`src/rtl/hw_thread_scheduler.sv`:
```
// Coarse-grained hardware thread scheduler: time-slices fetch between NUM_THREADS contexts,
// drains the backend before a context switch and tracks each thread's resume PC from commits.
module hw_thread_scheduler #(
    parameter int          NUM_THREADS   = 2,
    parameter int          QUANTUM       = 1024,
    parameter logic [31:0] RESET_PC_BASE = 32'h1eceb000,
    parameter logic [31:0] PC_STRIDE     = 32'h0001_0000,
    localparam int         TID_W         = (NUM_THREADS > 1) ? $clog2(NUM_THREADS) : 1
) (
    input  logic                   clk,
    input  logic                   rst_n,
    input  logic [NUM_THREADS-1:0] thread_active,
    input  logic                   long_stall_req,
    input  logic                   commit_valid,
    input  logic [31:0]            commit_next_pc,
    input  logic                   rob_empty,
    input  logic                   imem_idle,
    output logic                   hardware_scheduler_en,
    output logic                   hardware_scheduler_swap_pc,
    output logic [31:0]            hardware_scheduler_pc,
    output logic [TID_W-1:0]       ctx_id,
    output logic [31:0]            swap_count
);

    localparam int             QW    = $clog2(QUANTUM);
    localparam logic [QW-1:0]  QLAST = QW'(QUANTUM - 1);

    typedef enum logic [2:0] {
        BOOT  = 3'd0,
        RUN   = 3'd1,
        DRAIN = 3'd2,
        SAVE  = 3'd3,
        SWAP  = 3'd4,
        IDLE  = 3'd5
    } state_t;

    function automatic logic [31:0] boot_pc(input int t);
        return RESET_PC_BASE + PC_STRIDE * 32'(t);
    endfunction

    state_t             state_q, state_d;
    logic [TID_W-1:0]   ctx_id_q, ctx_id_d;
    logic [TID_W-1:0]   next_tid_q, next_tid_d;
    logic [31:0]        swap_count_q, swap_count_d;
    logic [QW-1:0]      qcnt_q, qcnt_d;
    logic [31:0]        resume_pc_q, resume_pc_d;
    logic               idle_pending_q, idle_pending_d;
    logic [31:0]        pc_table_q [NUM_THREADS];
    logic [31:0]        pc_table_d [NUM_THREADS];

    // Active mask rotated so that bit i refers to thread (ctx_id + i) mod N.
    logic [2*NUM_THREADS-1:0] rot;
    logic                     other_found, idle_found, switch_req;
    logic [TID_W-1:0]         other_tid, idle_tid;

    assign rot = {thread_active, thread_active} >> ctx_id_q;

    always_comb begin
        other_found = 1'b0;
        other_tid   = '0;
        idle_found  = 1'b0;
        idle_tid    = '0;
        // Descending loops: the nearest candidate after ctx_id is written last and wins.
        for (int i = NUM_THREADS - 1; i >= 1; i--) begin
            if (rot[i]) begin
                other_found = 1'b1;
                other_tid   = TID_W'((int'(ctx_id_q) + i) % NUM_THREADS);
            end
        end
        for (int i = NUM_THREADS; i >= 1; i--) begin
            if (rot[i]) begin
                idle_found = 1'b1;
                idle_tid   = TID_W'((int'(ctx_id_q) + i) % NUM_THREADS);
            end
        end
    end

    assign switch_req = (qcnt_q == QLAST) | long_stall_req | ~rot[0];

    always_comb begin
        state_d        = state_q;
        ctx_id_d       = ctx_id_q;
        next_tid_d     = next_tid_q;
        swap_count_d   = swap_count_q;
        qcnt_d         = qcnt_q;
        resume_pc_d    = resume_pc_q;
        idle_pending_d = idle_pending_q;
        pc_table_d     = pc_table_q;

        case (state_q)
            BOOT: begin
                next_tid_d = '0;
                state_d    = SWAP;
            end
            RUN: begin
                qcnt_d = qcnt_q + QW'(1);
                if (commit_valid) resume_pc_d = commit_next_pc;
                if (switch_req) begin
                    if (other_found) begin
                        next_tid_d     = other_tid;
                        idle_pending_d = 1'b0;
                        state_d        = DRAIN;
                    end else if (rot[0]) begin
                        qcnt_d = '0;
                    end else begin
                        idle_pending_d = 1'b1;
                        state_d        = DRAIN;
                    end
                end
            end
            DRAIN: begin
                // Late retirements still belong to the outgoing context.
                if (commit_valid) resume_pc_d = commit_next_pc;
                if (rob_empty && imem_idle) state_d = SAVE;
            end
            SAVE: begin
                pc_table_d[ctx_id_q] = resume_pc_q;
                if (idle_pending_q || !(|thread_active)) state_d = IDLE;
                else                                     state_d = SWAP;
            end
            SWAP: begin
                ctx_id_d       = next_tid_q;
                swap_count_d   = swap_count_q + 32'd1;
                qcnt_d         = '0;
                resume_pc_d    = pc_table_q[next_tid_q];
                idle_pending_d = 1'b0;
                state_d        = RUN;
            end
            IDLE: begin
                if (idle_found) begin
                    next_tid_d     = idle_tid;
                    idle_pending_d = 1'b0;
                    state_d        = SWAP;
                end
            end
            default: state_d = BOOT;
        endcase
    end

    always_ff @(posedge clk or negedge rst_n) begin
        if (!rst_n) begin
            state_q        <= BOOT;
            ctx_id_q       <= '0;
            next_tid_q     <= '0;
            swap_count_q   <= '0;
            qcnt_q         <= '0;
            resume_pc_q    <= boot_pc(0);
            idle_pending_q <= 1'b0;
            for (int t = 0; t < NUM_THREADS; t++) pc_table_q[t] <= boot_pc(t);
        end else begin
            state_q        <= state_d;
            ctx_id_q       <= ctx_id_d;
            next_tid_q     <= next_tid_d;
            swap_count_q   <= swap_count_d;
            qcnt_q         <= qcnt_d;
            resume_pc_q    <= resume_pc_d;
            idle_pending_q <= idle_pending_d;
            for (int t = 0; t < NUM_THREADS; t++) pc_table_q[t] <= pc_table_d[t];
        end
    end

    assign hardware_scheduler_en      = (state_q != RUN);
    assign hardware_scheduler_swap_pc = (state_q == SWAP);
    assign hardware_scheduler_pc      = (state_q == SWAP) ? pc_table_q[next_tid_q] : 32'd0;
    assign ctx_id                     = ctx_id_q;
    assign swap_count                 = swap_count_q;

endmodule

```
`config.mk`:
```
export PLATFORM = sky130hd
export DESIGN_NAME = hw_thread_scheduler
export DESIGN_NICKNAME = d
export VERILOG_FILES = /design/src/rtl/hw_thread_scheduler.sv
export SDC_FILE = /design/constraint.sdc
export NUM_CORES = 1
export LEC_CHECK = 0
export ABC_CLOCK_PERIOD_IN_PS = 2100
export BUFFER_PORTS_ARGS = -buffer_cell sky130_fd_sc_hd__buf_2
export CORE_ASPECT_RATIO = 0.5
export CORE_MARGIN = 10
export CORE_UTILIZATION = 55
export CTS_BUF_LIST = sky130_fd_sc_hd__clkbuf_4
export DETAILED_ROUTE_END_ITERATION = 6
export GPL_TIMING_DRIVEN = 0
export PLACE_DENSITY_LB_ADDON = 0.1
export SLEW_MARGIN = 20
export SYNTH_ARGS = -nofsm -noshare
export SYNTH_HDL_FRONTEND = slang
export SYNTH_SLANG_ARGS = --single-unit
```
`constraint.sdc`:
```
create_clock -name clk -period 2.1 [get_ports clk]
set_clock_uncertainty 0.05 [all_clocks]
set_input_delay 0.42 -clock clk [delete_from_list [all_inputs] [get_ports clk]]
set_output_delay 0.42 -clock clk [all_outputs]
set_load 0.03 [all_outputs]
```
## After elaboration in Yosys (flattened, before gate mapping)

Index checks and enable logic that the tools add are counted.

| operators by class | value |
|---|---|
| add/subtract/negate cells | 4 |
| magnitude comparators | 3 |
| equality and inequality tests | 13 |
| shift-type cells | 1 |
| mux-type cells | 35 |
| bitwise operators | 5 |
| reductions and logical operators | 15 |

Operator list:

| kind | count |
|---|---|
| 32-bit two-way mux | 6 |
| 64-bit bitwise mux | 1 |
| 32-bit case mux with 2 select lines | 1 |
| 32-bit by 1-bit adder with 32-bit output (second input constant) | 1 |
| 32-bit demux with 1-bit select | 1 |
| 10-bit two-way mux | 3 |
| 10-bit case mux with 2 select lines | 1 |
| 3-bit case mux with 6 select lines | 1 |
| 3-bit two-way mux | 5 |
| 1-bit two-way mux | 14 |
| 4-bit AND reduction | 3 |
| 10-bit by 1-bit adder with 10-bit output (second input constant) | 1 |
| 10-bit equality test (second input constant) | 1 |
| 2-bit inequality test (second input constant) | 4 |
| 3-bit by 2-bit equality test with 1-bit output (second input constant) | 2 |
| 3-bit equality test (second input constant) | 2 |
| 1-bit case mux with 3 select lines | 2 |
| 3-bit nonzero test | 2 |
| 2-bit greater-or-equal comparator (second input constant) | 2 |
| 1-bit inverter with 2-bit output | 2 |
| 2-bit nonzero test | 2 |
| 2-bit OR reduction | 2 |
| 4-bit by 1-bit right shift with 3-bit output | 1 |
| 3-bit by 1-bit equality test with 1-bit output (second input constant) | 1 |
| other kinds (12) | 15 |

| storage, ports and cells | value |
|---|---|
| register bits after elaboration | 144 |
| output and inout port bits | 67 |
| logic and storage cells | 85 |

## Depth between registers and ports, before layout

Gate-level depths: netlist of the first run.

| logic depth | value |
|---|---|
| word-level depth | 6 |
| gate-level depth with buffers | 9 |

## Least setup slack after synthesis of the first run

OpenSTA, ideal clock, no wires.

| timing | value |
|---|---|
| kind | reg2out |
| from | register state_q[0] |
| to | output port hardware_scheduler_pc[10] |
| data arrival time | 1636 ps |
| data required time | 1630 ps |
| path slack | -6 ps |
| cell stages (with the launch flop) | 7 |
| cell sequence | dfrtp_1 > buf_6 > nand2b_1 > or2_1 > buf_2 > clkbuf_1 > nor2_1 |

| on the way | value |
|---|---|
| longest elaborated chain between the ends | 2 |

Ends and longest elaborated chain:

| what | line | source |
|---|---|---|
| start: declaration | 41 | `state_t state_q, state_d;` |
| start signal: assignment | 151 | `state_q <= state_d;` |
| 3-bit equality test | 164 | `assign hardware_scheduler_pc = (state_q == SWAP) ? pc_table_q[next_tid_q] : 32'd0;` |
| 32-bit two-way mux | 164 |  |
| end: declaration | 20 | `output logic [31:0] hardware_scheduler_pc,` |

Every way passes these cells.

## Final worst setup path of the first run

| timing | value |
|---|---|
| from | register state_q[1] |
| to | output port hardware_scheduler_pc[24] |

Same word-level chain as after synthesis.

==> impl_metrics.tcl, run 1 <==
set metrics [dict create \
    status "complete, but fails checks" \
    violations "setup timing" \
    viasPerCell 5.45 \
    clk_pin_slew_ps 130 \
    synth_seq_cells 144 \
    fmax_mhz 415 \
    ys_warn_count 0 \
    reg2reg_depth 10 \
    pre_cts_ws_ps -277 \
    cts.sinks 144 \
    power_mw 12.0 \
    die-width_um 175 \
    drv_cap 0 \
    num-fill-cells 812 \
    totalWireLength_um 16400 \
    hp-start "commit_next_pc[26]" \
    gp_congestion 0.831 \
    die_h_um 97.6 \
    multi_input_area_mm2 0.00318 \
    portBuffers 106 \
    hold_depth 3 \
    slew_headroom 0.608 \
    setup_tns_ps -8540 \
    cts_max_level 4 \
    cp-start-kind "flop" \
    diodes 0 \
    hold_viol 0 \
    max-vdd-ir-drop_mv 0.737 \
    gr-total-overflow 0 \
    drt-pass1-iter-count 4 \
    synth-main-ff-cell "dfrtp_1" \
    area_growth_pct 33.7 \
    setup.worst_path.start "state_q[1]" \
    required_ps 1630 \
    grt_pass1_wl_um 26500 \
    finalWorstSetupSlack_ps -310 \
    register_area_mm2 0.00365 \
    initial_core_util 0.561 \
    drc_errors 0 \
    worst-endpoint-arrival_ps 1940 \
    design.die.area_mm2 0.0171 \
    rsz0062_at_grt "yes" \
    clk_path_buf_depth 2 \
    synth.distinct_cells 50 \
    yosysSeqAreaShare 0.551 \
    setup_viol 44 \
    numCtsBuffers 17 \
    holdWs_ps 97.5 \
    syn_avg_cell_area_um2 11.4 \
    insertion_delay_ps 540 \
    rows 28 \
    cts_tree "yes" \
    syn_area_mm2 0.00663 \
    avgRoutedWirePerCell_um 17.7 \
    antenna_found_initial 0 \
    drt_iter0_markers 316 \
    total_leakage_power_nw 4.02 \
    crit_fanout 8 \
    vias 5052 \
    postRouteAntennaNets 0 \
    async_flop_share 1.00 \
    synth_edf_count 0 \
    final_nets 791 \
    period_minus_slack_ps 2410 \
    final.period_utilization 1.15 \
    reg2reg_from "state_q[2]" \
    syn_inst 581 \
    p_per_area_mw_per_mm2 1360 \
    slew_violations 0 \
    grt_pass1_vias 5123 \
    root_buffer "clkbuf_4" \
    tightest_slew_ps 587 \
    hold_path.class "in2reg" \
    grt_start_max_net_pins 92 \
    critPathKind "reg2out" \
    endpoint_kind "primary output" \
    coreArea_mm2 0.0118 \
    hpwl_um 10300 \
    drive_above_1_share 0.508 \
    synth_nets 623 \
    grt_usage 0.189 \
    io_pins 107 \
]
==> per-stage QoR <==
stage               area [µm²]  utilization  instances
detailed placement        7400        0.627        853
floorplan                 6630            -        581
CTS                       8490        0.719        906
finish                    8860        0.751        927
global route              8860        0.751        927
global placement          7360        0.624        852
==> flip-flops by register name, indices dropped and copies added (netlist names) <==
register,cells
pc_table_q,64
resume_pc_q,32
swap_count,32
qcnt_q,10
state_q,3
ctx_id,1
idle_pending_q,1
next_tid_q,1
==> routing by layer <==
metal / track usage / part of all wire / wire length [µm]
met2: 0.297 / 0.48 / 7860
met4: 0.0466 / 0.0059 / 97
met5: 0 / 0 / 0
met3: 0.0481 / 0.049 / 809
met1: 0.254 / 0.47 / 7670
==> path summary, 6_finish.rpt <==
path | end | slack, ps
max in group asynchronous | pc_table_q[27] | 860
hold / removal | resume_pc_q[26] | 100
setup / recovery | hardware_scheduler_pc[24] | -310
min in group asynchronous | swap_count[29] | 330
setup reg to reg | state_q[0] | -80
hold reg to reg | swap_count[31] | 420
==> cells by family after synthesis <==
family | synth area share
simple gates | 0.130
flops | 0.551
compound gates | 0.0851
mux | 0.159
buf+inv | 0.0283
xor+xnor | 0.0436
fa+ha+maj | 0.00378
==> critical path, stage by stage (launching register included) <==
cell	delay, ps
dfrtp_1	420
buf_6	130
or2_4	350
clkbuf_16	210
nor2_4	140
buf_6	150
==> Yosys cell counts (all sizes together), types with 2 or more instances <==
| library cell | instances | share of area |
|---|---|---|
| nor3b | 3 | 0.0057 |
| inv | 5 | 0.0028 |
| a211o | 3 | 0.0040 |
| o21ai | 45 | 0.034 |
| mux2 | 65 | 0.11 |
| nor4 | 2 | 0.0042 |
| clkbuf | 7 | 0.0042 |
| a21o | 4 | 0.0045 |
| nor3 | 6 | 0.0062 |
| a21oi | 37 | 0.028 |
| a22oi | 2 | 0.0030 |
| and3 | 8 | 0.0076 |
| a211oi | 2 | 0.0042 |
| dfstp | 37 | 0.15 |
| nand3 | 15 | 0.011 |
| nand2 | 62 | 0.035 |
| ha | 2 | 0.0038 |
| mux2i | 32 | 0.048 |
| nor2 | 42 | 0.024 |
| and2 | 5 | 0.0047 |
| and4 | 6 | 0.0079 |
| nand2b | 3 | 0.0028 |
| dfrtp | 107 | 0.40 |
| nand4 | 10 | 0.0094 |
| buf | 25 | 0.021 |
| xor2 | 5 | 0.0066 |
| xnor2 | 28 | 0.037 |
==> layout by cell type, fill, tap and decap left out, types with 3 or more instances in the layout <==
master     count
a211o_1        3
dfstp_2       37
nor2_1         6
dfrtp_1      107
mux2i_2       12
mux2_2        64
and2_1         4
buf_12         3
and4_1         5
clkbuf_4      25
nand3_2        5
clkbuf_16      5
o21ai_0       32
buf_8          3
buf_2         76
nand2_1       61
nand3_1        9
nor3b_2        3
nor2_2         3
buf_4         31
a21oi_1       37
o21ai_1       13
clkinv_4       6
nand4_1       10
and3_1         8
nor3_2         3
a21o_1         4
xnor2_1       28
nor2_4        33
mux2i_1       20
xor2_1         5
buf_6         51
==> repair_timing <==
action | CTS | global route
cloned | 3 | 2
endpoints found under the hold margin | 45 | 0
resized for setup | 177 | 71
endpoints found under the setup margin | 67 | 117
buffers inserted | 17 | 23
pin swaps | 35 | 28
hold buffers | 1 | 0
==> final cells by class <==
cell class / instances / share of cell area
clock inverters: 13 / 0.0131
inverters: 5 / 0.00311
plain buffers: 30 / 0.0357
well taps: 165 / 0.0233
clock buffers: 19 / 0.0161
repair buffers: 151 / 0.138
multi-input cells: 400 / 0.359
flip-flops and latches: 144 / 0.412
==> power by group <==
part           leakage [nW]  switching (mW)  internal, mW  total [mW]
combinational          2.07            3.16          2.65        5.81
sequential             1.81           0.618          3.94        4.56
clock                 0.142            1.03         0.615        1.65
total                  4.02            4.81          7.21        12.0
Note: power is estimated with default switching activity, not from simulation.
==> run 2: changes to the inputs <==
- BUFFER_PORTS_ARGS: -buffer_cell sky130_fd_sc_hd__buf_2 -> not set
- DONT_BUFFER_PORTS: not set -> 1
==> run 2 against run 1 <==
Against the previous run: critical endpoint is now hardware_scheduler_pc[7]; highest routed layer unchanged; utilization fell by 8.2 points; wire length decreased by 7.6%; non-clock buffer count shrank 120; flip-flop and latch count stayed put; the run ends with hold timing, setup timing left.
==> impl_metrics.tcl, run 2 (same netlist as run 1, synthesis figures left out) <==
set metrics [dict create \
    gr-total-overflow 0 \
    gp_congestion 0.795 \
    drive_above_1_share 0.385 \
    initial_core_util 0.561 \
    worst-endpoint-arrival_ps 1880 \
    die-width_um 175 \
    total_leakage_power_nw 3.36 \
    period_minus_slack_ps 2350 \
    cts_tree "yes" \
    max-vdd-ir-drop_mv 0.632 \
    crit_fanout 8 \
    insertion_delay_ps 500 \
    regMostFlops "pc_table_q" \
    crit_buf_inv 3 \
    slew_headroom 0.610 \
    io_pins 107 \
    final_nets 671 \
    grt_util_met1 0.232 \
    dp_cells 746 \
    finalWorstSetupSlack_ps -249 \
    tightest_slew_ps 585 \
    hold_viol 144 \
    endpoint_kind "primary output" \
    grt_usage 0.175 \
    slew_violations 0 \
    hpwl_um 9970 \
    rsz0062_at_grt "yes" \
    use_met3 0.0597 \
    hold_buffers 10 \
    hold_path.class "in2async" \
    final.period_utilization 1.12 \
    grt_pass1_vias 4530 \
    p_per_area_mw_per_mm2 1390 \
    drv_cap 0 \
    die_h_um 97.6 \
    totalWireLength_um 15200 \
    worst_path_max_delay_cell "dfrtp_1" \
    required_ps 1630 \
    diodes 0 \
    layout_common_cells "100 x dfrtp_1, 65 x mux2_2, 61 x nand2_1, 37 x a21oi_1, 37 x dfstp_2" \
    viasPerCell 5.61 \
    clk_pin_slew_ps 120 \
    cp-start-kind "flop" \
    grt_start_max_net_pins 145 \
    vias 4524 \
    setup_tns_ps -6710 \
    path_cells "buf_6, or2_4, buf_12, clkbuf_16, nor2_4" \
    critPathKind "reg2out" \
    cts.sinks 144 \
    area_growth_pct 19.0 \
    portBuffers 0 \
    largest_register_ffs 64 \
    antenna_found_initial 0 \
    avgRoutedWirePerCell_um 18.8 \
    setup_viol 33 \
    grt_pass1_wl_um 24400 \
    cts_max_level 4 \
    rows 28 \
    cpPeakStageDelay_ps 420 \
    coreArea_mm2 0.0118 \
    grtUsageMet2 0.269 \
    numCtsBuffers 17 \
    grt.busiest_layer "met2" \
    postRouteAntennaNets 0 \
    fin_cells 807 \
    clk_path_buf_depth 2 \
    drt-pass1-iter-count 4 \
    holdWs_ps -452 \
    design.die.area_mm2 0.0171 \
    final_common_cell "dfrtp_1" \
    root_buffer "clkbuf_4" \
    violations "hold timing, setup timing" \
    drt_iter0_markers 282 \
    drc_errors 0 \
    critical_path.top_delay_family "simple AND/OR/NAND/NOR gates" \
    status "complete, but fails checks" \
    fmax_mhz 426 \
]
==> run 2: metal layers <==
layer	share of wire	wire, µm	vias to the layer above
li1	-	-	2139
met5	0	0	-
met4	0.0030	46	0
met1	0.46	6930	2288
met3	0.069	1050	5
met2	0.47	7160	92
==> run 2: path summary, 6_finish.rpt <==
check                                           end  cells past startpoint  slack (ps)                from
max                        hardware_scheduler_pc[7]                      5        -250          state_q[1]
min                                  swap_count[28]                      0        -450               rst_n
max reg2reg                          swap_count[23]                      9          20          state_q[1]
min reg2reg                         resume_pc_q[25]                      2         440     resume_pc_q[25]
max in group asynchronous            pc_table_q[60]                      0        2130               rst_n
min in group clk                    resume_pc_q[20]                      2          50  commit_next_pc[20]
==> run 2: cell type report <==
cell class | count | area, µm²
plain buffers | 31 | 292
clock buffers | 19 | 143
clock inverters | 13 | 123
fillers | 916 | 3920
inverters | 5 | 36.3
multi-input cells | 400 | 3130
flip-flops and latches | 144 | 3660
well taps | 165 | 206
repair buffers | 30 | 307
==> run 2: stage by stage <==
step / area (µm²) / utilization / setup slack, ps / hold WS (ps) / total power [mW]
floorplan: 6630 / - / -6.30 / 74.4 / 7.35
global placement: 6830 / 0.579 / -298 / 78.7 / 8.13
detailed placement: 6830 / 0.579 / -281 / 79.1 / 8.25
CTS: 7650 / 0.648 / -353 / -515 / 10.8
global route: 7890 / 0.668 / -377 / -529 / 11.7
finish: 7890 / 0.668 / -249 / -452 / 11.0
==> run 2: worst register-to-register path, cell delays in order (launching register included) <==
cell      delay [ps]
dfrtp_1          420
buf_4            140
buf_4            130
nor4bb_4         270
and3_1           200
buf_6            110
and4_4           250
buf_6            140
nand4_1          120
xnor2_1          160
==> run 2: power breakdown <==
group | internal (mW) | switching (mW)
Combinational | 1.97 | 2.72
Sequential | 3.94 | 0.690
Clock | 0.715 | 0.970
==> run 2: repair_timing <==
action                                  in CTS  in global routing
resized for setup                          100                 51
hold endpoints to repair                   154                144
gates cloned                                 2                  2
pin swaps                                   36                 14
endpoints found under the setup margin      67                 90
setup buffers                                5                 13
